File: config.mk
export PLATFORM = sky130hd
export DESIGN_NAME = frame_mem_scheduler
export DESIGN_NICKNAME = d
export VERILOG_FILES = /design/src/rtl/frame_mem_scheduler.sv
export SDC_FILE = /design/constraint.sdc
export NUM_CORES = 1
export LEC_CHECK = 0
export CORE_AREA = 2 2 241 243
export DETAILED_ROUTE_END_ITERATION = 8
export DIE_AREA = 0 0 243 245
export PLACE_DENSITY_LB_ADDON = 0.25
export SYNTH_ARGS = -nofsm -noshare
export SYNTH_HDL_FRONTEND = slang
export SYNTH_SLANG_ARGS = --single-unit
File: constraint.sdc
create_clock -name clk_in -period 3 [get_ports clk_in]
set_input_delay 0.6 -clock clk_in [delete_from_list [all_inputs] [get_ports clk_in]]
set_output_delay 0.6 -clock clk_in [all_outputs]
set_load 0.02 [all_outputs]
File: src/rtl/frame_mem_scheduler.sv
// -----------------------------------------------------------------------------
// frame_mem_scheduler
//
// Arbitrates a 128-bit frame write stream and a frame read-request stream onto
// a single MIG-style memory command port. Each side keeps its own frame word
// pointer. A write wins a simultaneous request unless MAX_WR_BURST writes have
// been granted back-to-back since the last read grant. Reads are throttled by
// the number of read commands still waiting for their data.
//
// Optional feature: define ARB_STATS_EN to count the write and read commands
// that memory accepts. Without it, wr_count_out/rd_count_out are tied to 0.
//
// Ports
//   clk_in, rst_in            clock, synchronous active-low reset
//   wr_valid_in/ready_out     write stream handshake (ready = grant cycle)
//   wr_data_in, wr_tuser_in   write word, first-word-of-frame flag
//   rd_req_valid_in/ready_out read request handshake (ready = grant cycle)
//   rd_newframe_in            restart the read at frame word 0
//   rd_data_valid_out/data    read return, registered copy of memory return
//   app_*                     memory command / write-data / read-data ports
//   wr_count_out/rd_count_out accepted command counters (ARB_STATS_EN)
// -----------------------------------------------------------------------------
module frame_mem_scheduler #(
    parameter int FRAME_WORDS        = 115200,
    parameter int BASE_ADDR          = 0,
    parameter int ADDR_STEP          = 8,
    parameter int MAX_WR_BURST       = 8,
    parameter int MAX_RD_OUTSTANDING = 4
) (
    input  logic         clk_in,
    input  logic         rst_in,
    input  logic         wr_valid_in,
    output logic         wr_ready_out,
    input  logic [127:0] wr_data_in,
    input  logic         wr_tuser_in,
    input  logic         rd_req_valid_in,
    output logic         rd_req_ready_out,
    input  logic         rd_newframe_in,
    output logic         rd_data_valid_out,
    output logic [127:0] rd_data_out,
    output logic [26:0]  app_addr_out,
    output logic [2:0]   app_cmd_out,
    output logic         app_en_out,
    input  logic         app_rdy_in,
    output logic [127:0] app_wdf_data_out,
    output logic         app_wdf_wren_out,
    output logic         app_wdf_end_out,
    input  logic         app_wdf_rdy_in,
    input  logic [127:0] app_rd_data_in,
    input  logic         app_rd_data_valid_in,
    output logic [31:0]  wr_count_out,
    output logic [31:0]  rd_count_out
);

    localparam int PW = (FRAME_WORDS > 1) ? $clog2(FRAME_WORDS) : 1;
    localparam int OW = $clog2(MAX_RD_OUTSTANDING + 1);
    localparam int BW = $clog2(MAX_WR_BURST + 1);
    localparam logic [2:0] CMD_WR = 3'b000;
    localparam logic [2:0] CMD_RD = 3'b001;

    typedef enum logic [1:0] {S_IDLE, S_WRITE, S_READ} state_t;

    state_t         r_state;
    logic [PW-1:0]  r_wr_ptr;
    logic [PW-1:0]  r_rd_ptr;
    logic [BW-1:0]  r_burst;
    logic [OW-1:0]  r_outst;
    logic           r_app_en;
    logic [2:0]     r_app_cmd;
    logic [26:0]    r_app_addr;
    logic [127:0]   r_wdf_data;
    logic           r_wdf_wren;
    logic           r_rd_vld;
    logic [127:0]   r_rd_data;

    logic           w_idle;
    logic           w_rd_ok;
    logic           w_burst_full;
    logic           w_wr_grant;
    logic           w_rd_grant;
    logic [PW-1:0]  w_wr_off;
    logic [PW-1:0]  w_rd_off;
    logic [PW-1:0]  w_wr_nxt;
    logic [PW-1:0]  w_rd_nxt;
    logic           w_cmd_acc;
    logic           w_rd_acc;
    logic           w_ret;
    logic           w_en_hold;
    logic           w_wren_hold;

    // Address arithmetic is done modulo 2^27, which equals truncating the
    // full-width result.
    function automatic logic [26:0] f_addr(input logic [PW-1:0] off);
        return 27'(BASE_ADDR) + 27'(off) * 27'(ADDR_STEP);
    endfunction

    // Grants are gated by rst_in so nothing handshakes while reset is held.
    assign w_idle       = rst_in && (r_state == S_IDLE);
    assign w_rd_ok      = rd_req_valid_in && (r_outst < OW'(MAX_RD_OUTSTANDING));
    assign w_burst_full = (r_burst >= BW'(MAX_WR_BURST));
    assign w_wr_grant   = w_idle && wr_valid_in && !(w_rd_ok && w_burst_full);
    assign w_rd_grant   = w_idle && w_rd_ok && !w_wr_grant;

    assign w_wr_off = wr_tuser_in    ? '0 : r_wr_ptr;
    assign w_rd_off = rd_newframe_in ? '0 : r_rd_ptr;
    assign w_wr_nxt = (w_wr_off == PW'(FRAME_WORDS - 1)) ? '0 : w_wr_off + PW'(1);
    assign w_rd_nxt = (w_rd_off == PW'(FRAME_WORDS - 1)) ? '0 : w_rd_off + PW'(1);

    assign w_cmd_acc   = r_app_en && app_rdy_in;
    assign w_rd_acc    = w_cmd_acc && (r_state == S_READ);
    // A return with nothing outstanding is spurious and is dropped.
    assign w_ret       = app_rd_data_valid_in && (r_outst != '0);
    assign w_en_hold   = r_app_en   && !app_rdy_in;
    assign w_wren_hold = r_wdf_wren && !app_wdf_rdy_in;

    always_ff @(posedge clk_in) begin
        if (!rst_in) begin
            r_state    <= S_IDLE;
            r_wr_ptr   <= '0;
            r_rd_ptr   <= '0;
            r_burst    <= '0;
            r_outst    <= '0;
            r_app_en   <= 1'b0;
            r_app_cmd  <= CMD_WR;
            r_app_addr <= '0;
            r_wdf_data <= '0;
            r_wdf_wren <= 1'b0;
            r_rd_vld   <= 1'b0;
            r_rd_data  <= '0;
        end else begin
            r_rd_vld  <= w_ret;
            r_rd_data <= app_rd_data_in;

            case ({w_rd_acc, w_ret})
                2'b10:   r_outst <= r_outst + OW'(1);
                2'b01:   r_outst <= r_outst - OW'(1);
                default: r_outst <= r_outst;
            endcase

            // Burst counter saturates: with reads blocked by the outstanding
            // limit, writes keep flowing past MAX_WR_BURST.
            if (w_rd_grant || !wr_valid_in)
                r_burst <= '0;
            else if (w_wr_grant && !w_burst_full)
                r_burst <= r_burst + BW'(1);

            case (r_state)
                S_IDLE: begin
                    if (w_wr_grant) begin
                        r_state    <= S_WRITE;
                        r_app_en   <= 1'b1;
                        r_wdf_wren <= 1'b1;
                        r_app_cmd  <= CMD_WR;
                        r_app_addr <= f_addr(w_wr_off);
                        r_wdf_data <= wr_data_in;
                        r_wr_ptr   <= w_wr_nxt;
                    end else if (w_rd_grant) begin
                        r_state    <= S_READ;
                        r_app_en   <= 1'b1;
                        r_app_cmd  <= CMD_RD;
                        r_app_addr <= f_addr(w_rd_off);
                        r_rd_ptr   <= w_rd_nxt;
                    end
                end
                S_WRITE: begin
                    // Command and data channels complete independently.
                    r_app_en   <= w_en_hold;
                    r_wdf_wren <= w_wren_hold;
                    if (!w_en_hold && !w_wren_hold)
                        r_state <= S_IDLE;
                end
                S_READ: begin
                    if (app_rdy_in) begin
                        r_app_en <= 1'b0;
                        r_state  <= S_IDLE;
                    end
                end
                default: r_state <= S_IDLE;
            endcase
        end
    end

    assign wr_ready_out      = w_wr_grant;
    assign rd_req_ready_out  = w_rd_grant;
    assign rd_data_valid_out = r_rd_vld;
    assign rd_data_out       = r_rd_data;
    assign app_addr_out      = r_app_addr;
    assign app_cmd_out       = r_app_cmd;
    assign app_en_out        = r_app_en;
    assign app_wdf_data_out  = r_wdf_data;
    assign app_wdf_wren_out  = r_wdf_wren;
    assign app_wdf_end_out   = r_wdf_wren;

`ifdef ARB_STATS_EN
    logic [31:0] r_wr_cnt;
    logic [31:0] r_rd_cnt;

    always_ff @(posedge clk_in) begin
        if (!rst_in) begin
            r_wr_cnt <= '0;
            r_rd_cnt <= '0;
        end else if (w_cmd_acc) begin
            if (r_app_cmd == CMD_RD)
                r_rd_cnt <= r_rd_cnt + 32'd1;
            else
                r_wr_cnt <= r_wr_cnt + 32'd1;
        end
    end

    assign wr_count_out = r_wr_cnt;
    assign rd_count_out = r_rd_cnt;
`else
    assign wr_count_out = 32'd0;
    assign rd_count_out = 32'd0;
`endif

endmodule
# == Yosys cells after proc, flatten, opt, wreduce, memory -nomap -nowiden ==
# Index checks and enable logic that the tools add are counted.
# op_classes
addsub,5
mul,0
n_div,0
magnitude_cmp,2
n_eq_ne,10
shifts,0
n_mux,20
n_bitwise,2
reduce_logical,36
# op_table
operator,n
17-bit 2-to-1 mux,4
27-bit 2-to-1 mux,2
17-bit by 1-bit adder with 17-bit output (second input constant),2
17-bit equality test (second input constant),2
1-bit logical AND,14
3-bit AND reduction,3
1-bit logical NOT,8
2-bit 2-to-1 mux,4
3-bit 2-to-1 mux,2
2-bit inequality test (second input constant),3
2-bit one-hot mux with 3 select lines,1
3-bit one-hot mux with 2 select lines,1
2-bit AND reduction,3
2-bit nonzero test,3
3-bit nonzero test,2
4-bit by 1-bit adder with 4-bit output (second input constant),1
2-bit by 1-bit equality test with 1-bit output (second input constant),2
2-bit equality test (second input constant),2
4-bit greater-or-equal comparator (second input constant),1
1-bit 2-to-1 mux,4
3-bit by 1-bit adder with 3-bit output (second input constant),1
3-bit less-than comparator (second input constant),1
3-bit inequality test (second input constant),1
1-bit one-hot mux with 3 select lines,1
6 further kinds,7
# totals
register_bits,332
latch_bits,0
ramBits,0
mem_bits_ro,0
input_bits,265
out_inout_bits,356
word_cells,87
n_memories,0

# == Logic depth before layout (Yosys ltp) ==
# logic_depth
ltp_word,10
ltp_mapped,9
depth_no_buf,8

# == Least setup slack after synthesis ==
# No wires, ideal clock.
# synth_timing
path_kind,input to register
start,input rd_newframe_in
end,register r_rd_ptr[15]
setup_time_ns,0.133
arrival_ns,2.220
required_time_ns,2.867
setup_slack_ns,0.647
stages,9
n_path_buf,2
cell_sequence,clkbuf_1 -> clkbuf_1 -> nor2b_1 -> ha_1 -> nand3_1 -> nor4_1 -> a21oi_1 -> nand3_1 -> a31oi_1
# synth_via
elab_chain_len,3
elab_cells_between_ends,4
cone_classes,add/sub (1); eq/ne (1); mux (2)
# synth_lines
item,line_no,source
start: declaration,38,"input logic rd_newframe_in,"
17-bit 2-to-1 mux (*),105,assign w_rd_off = rd_newframe_in ? '0 : r_rd_ptr;
17-bit by 1-bit adder with 17-bit output / 17-bit equality test (equally long branches),107,assign w_rd_nxt = (w_rd_off == PW'(FRAME_WORDS - 1)) ? '0 : w_rd_off + PW'(1);
17-bit 2-to-1 mux (*),107,
end signal: assignment,162,r_rd_ptr <= w_rd_nxt;
end: declaration,65,logic [PW-1:0] r_rd_ptr;
# Every way passes the cells marked *; elsewhere a longest branch is shown, timed or not.
# A chain may end at the register's enable or synchronous reset.

# == Final worst setup path ==
# layout_timing
start,input wr_valid_in
end,output wr_ready_out
# layout_via
elab_chain_len,2
# layout_lines
item,line_no,source
start: declaration,32,"input logic wr_valid_in,"
1-bit logical AND (2 in a row),101,assign w_wr_grant = w_idle && wr_valid_in && !(w_rd_ok && w_burst_full);
end: declaration,33,"output logic wr_ready_out,"
# No other way between the ends.

==> metrics.txt <==
min-delay worst type=in -> reg; Buf+Inv Stages, Crit Path=3; via count=10,730; first-pass GRT wire length=60,700 µm; initial antenna violation count=0; HPWL Detailed=29,400 µm; hold_buf cts=0; fin crit period=2.80 ns; die width=243 µm; final setup fails=0; CTS Sinks=320; share of cells above drive strength 1=5.79%; crit-path cells=clkdlybuf4s50_1 > nand2_2 > a2111o_2 > inv_4 > buf_4; Synth Cell Area=11,800 µm²; io pins=621; Critical Path AT=2.20 ns; Placeable Area=57,000 µm²; vias in the first global route=10,184; CTS root buf=clkbuf_16; gpl congestion=0.799; full die area=59,500 µm²; final total power=0.0110 W; Ys Warns=0; drt pass-1 iters=5; Setup CP Type=in -> out; Tcrit/Tclk final=93.4%; GR peak layer=met2; final WL=40,500 µm; Async SR Flop Fraction=0%; CTS tree=done; outcome=finished clean; Die Ht=245 µm; DP Area=17,900 µm²; drt wl/cell=15.1 µm; Initial Util=20.7%; DRC=0; grt total ovfl=0; routing usage on met1=15.1%; PwrDens=570 nW/µm²; Slew headroom=62.1%; Iteration-0 DRC Markers=419; actual slew at the worst max-slew pin=0.564 ns; Yosys cell types=50; fmax=0.357 GHz; Final nets=2,157; H-tree Lvls=2; Core Util, Final=33.8%; met2 GRT Util=22.6%; setup_tns=0 ns; Layout fillers=5,929; maximum vdd drop=0.000346 V; Clock Path Buffers=3; post-CTS setup buffers=0; EDFF count, synth=0; post_cts resized=0; P_leak=7.08 nW; critical path peak fanout=21; Critical Path RT=2.40 ns; post-layout instance area=19,300 µm²; Antenna Nets Post-Route=0; Vias/cell=4.00; Setup crit end kind=output port; Yosys reg bits=320; GRT Total Usage=12.9%; post-synthesis sequential area ratio=54.4%; main flop type after synthesis=dfxtp_1; RSZ-0062 raised after global routing=false; Crit path max-delay family=buffers and inverters; pin count of the biggest net entering global routing=132; GR Layer Usage met3=3.60%; mean area per synthesized cell=8.72 µm²; row cnt=88; CP max stage delay=0.52 ns; Area Growth Syn to Fin=63.6%; IO Port Bufs=544; Clock Latency Late Sink=0.58 ns; Antenna diodes=0; clock transition at the registers of the reported paths=0.06 ns; Hold Slack=0.369 ns; cell count after synthesis=1,352; Max-cap violations=0; Worst Setup Start Kind=primary input; endpoints failing hold=0; Final Max Tran Viols=0; Inserted Clock Buffers=40; Critical-path top delay cell=clkdlybuf4s50_1; clock skew=0.0299 ns
path summary, 6_finish.rpt:
| kind | depth (start not counted) | from | to | slack [ns] |
|---|---|---|---|---|
| setup / recovery | 5 | wr_valid_in | wr_ready_out | 0.20 |
| setup reg to reg | 7 | r_rd_ptr[1] | r_rd_ptr[10] | 0.84 |
| hold / removal | 2 | rst_in | app_addr_out[13] | 0.37 |
| hold reg to reg | 2 | app_wdf_data_out[103] | app_wdf_data_out[103] | 0.45 |
flip-flops by register name (all words and copies together), names as in the netlist:
name / cells
r_rd_ptr: 17
app_addr_out: 17
rd_data_out: 128
app_wdf_data_out: 128
r_wr_ptr: 17
r_state: 2
app_en_out: 1
rd_data_valid_out: 1
app_cmd_out: 1
r_outst: 3
app_wdf_end_out: 1
r_burst: 4
where the power goes:
| part | total [W] | switching [W] | leakage, nW | internal [W] |
|---|---|---|---|---|
| registers | 0.00453 | 0.0000803 | 2.63 | 0.00445 |
| clock network | 0.00489 | 0.00200 | 0.657 | 0.00289 |
| logic | 0.00157 | 0.000779 | 3.80 | 0.000790 |
| total | 0.0110 | 0.00286 | 7.08 | 0.00813 |
cell usage after synthesis, types with 6 or more instances:
cell type	number	area [µm²]
dfxtp_1	320	6410
and2_1	130	813
buf_2	32	160
o311a_1	7	70.1
nand4_1	8	50.1
nor2b_1	10	62.6
or4_1	6	45.0
clkbuf_1	51	191
o21ai_0	33	165
nand2_1	296	1110
nor2_1	50	188
inv_1	21	78.8
a31oi_1	12	75.1
and3_1	8	50.1
a21oi_1	163	816
nor3b_1	8	60.1
buf_4	78	586
nand4b_1	9	78.8
nand3_1	23	115
nor3_1	17	85.1
a22oi_1	7	52.6
a211oi_1	7	52.6
worst reg2reg max path, delay by kind of cell (launching register included):
kind            cells  cell delay [ns]
fa+ha+maj           1             0.26
flops               1             0.40
simple gates        5             1.26
compound gates      1             0.16
cell families (layout without fill, tap and decap cells):
kind of cell / count (synthesis) / count (layout) / synth area share, %
compound gates: 246 / 246 / 11.7
xor+xnor: 2 / 2 / 0.149
fa+ha+maj: 6 / 6 / 0.701
buf+inv: 184 / 674 / 8.68
flops: 320 / 320 / 54.4
mux: 3 / 3 / 0.255
other cells: 1 / 76 / 0.0318
simple gates: 590 / 590 / 24.1
per-layer routing:
| metal | part of all wire [%] | wire length (µm) |
|---|---|---|
| met4 | 2.3 | 936 |
| met5 | 0 | 0 |
| met3 | 6.8 | 2750 |
| met2 | 50 | 20200 |
| met1 | 41 | 16600 |
metrics by stage:
stage	setup WS [ns]	cells
2_1_floorplan	0.647	1427
3_5_place_dp	0.153	2609
4_1_cts	0.187	2682
6_report	0.197	2682
5_1_grt	0.106	2682
3_3_place_gp	0.204	2609
placed cells by master, fill, tap and decap left out, drive strengths merged, types with 3 or more instances in the layout:
master,count
clkdlybuf4s50,541
dfxtp,320
nand2,297
a21oi,163
and2,130
conb,76
clkbuf,56
nor2,50
buf,37
o21ai,33
inv,24
nand3,23
nor3,17
a31oi,12
nor2b,10
nand4b,10
clkinv,10
nor3b,9
nand4,8
and3,8
a22oi,7
o311a,7
a211oi,7
or4,6
nand2b,5
or3,5
nor4,5
ha,5
nand3b,4
clkinvlp,4
o21a,3
a311oi,3
mux2i,3
final cells by class:
cell class	instances	area (µm²)	area share (%)
flip-flops and latches	320	6410	33.2
repair buffers	578	5820	30.2
multi-input cells	923	4640	24.1
clock buffers	56	1150	5.97
well taps	765	957	4.96
clock inverters	17	214	1.11
inverters	23	93.8	0.487
No activity file was read; power rests on OpenSTA's default activity.
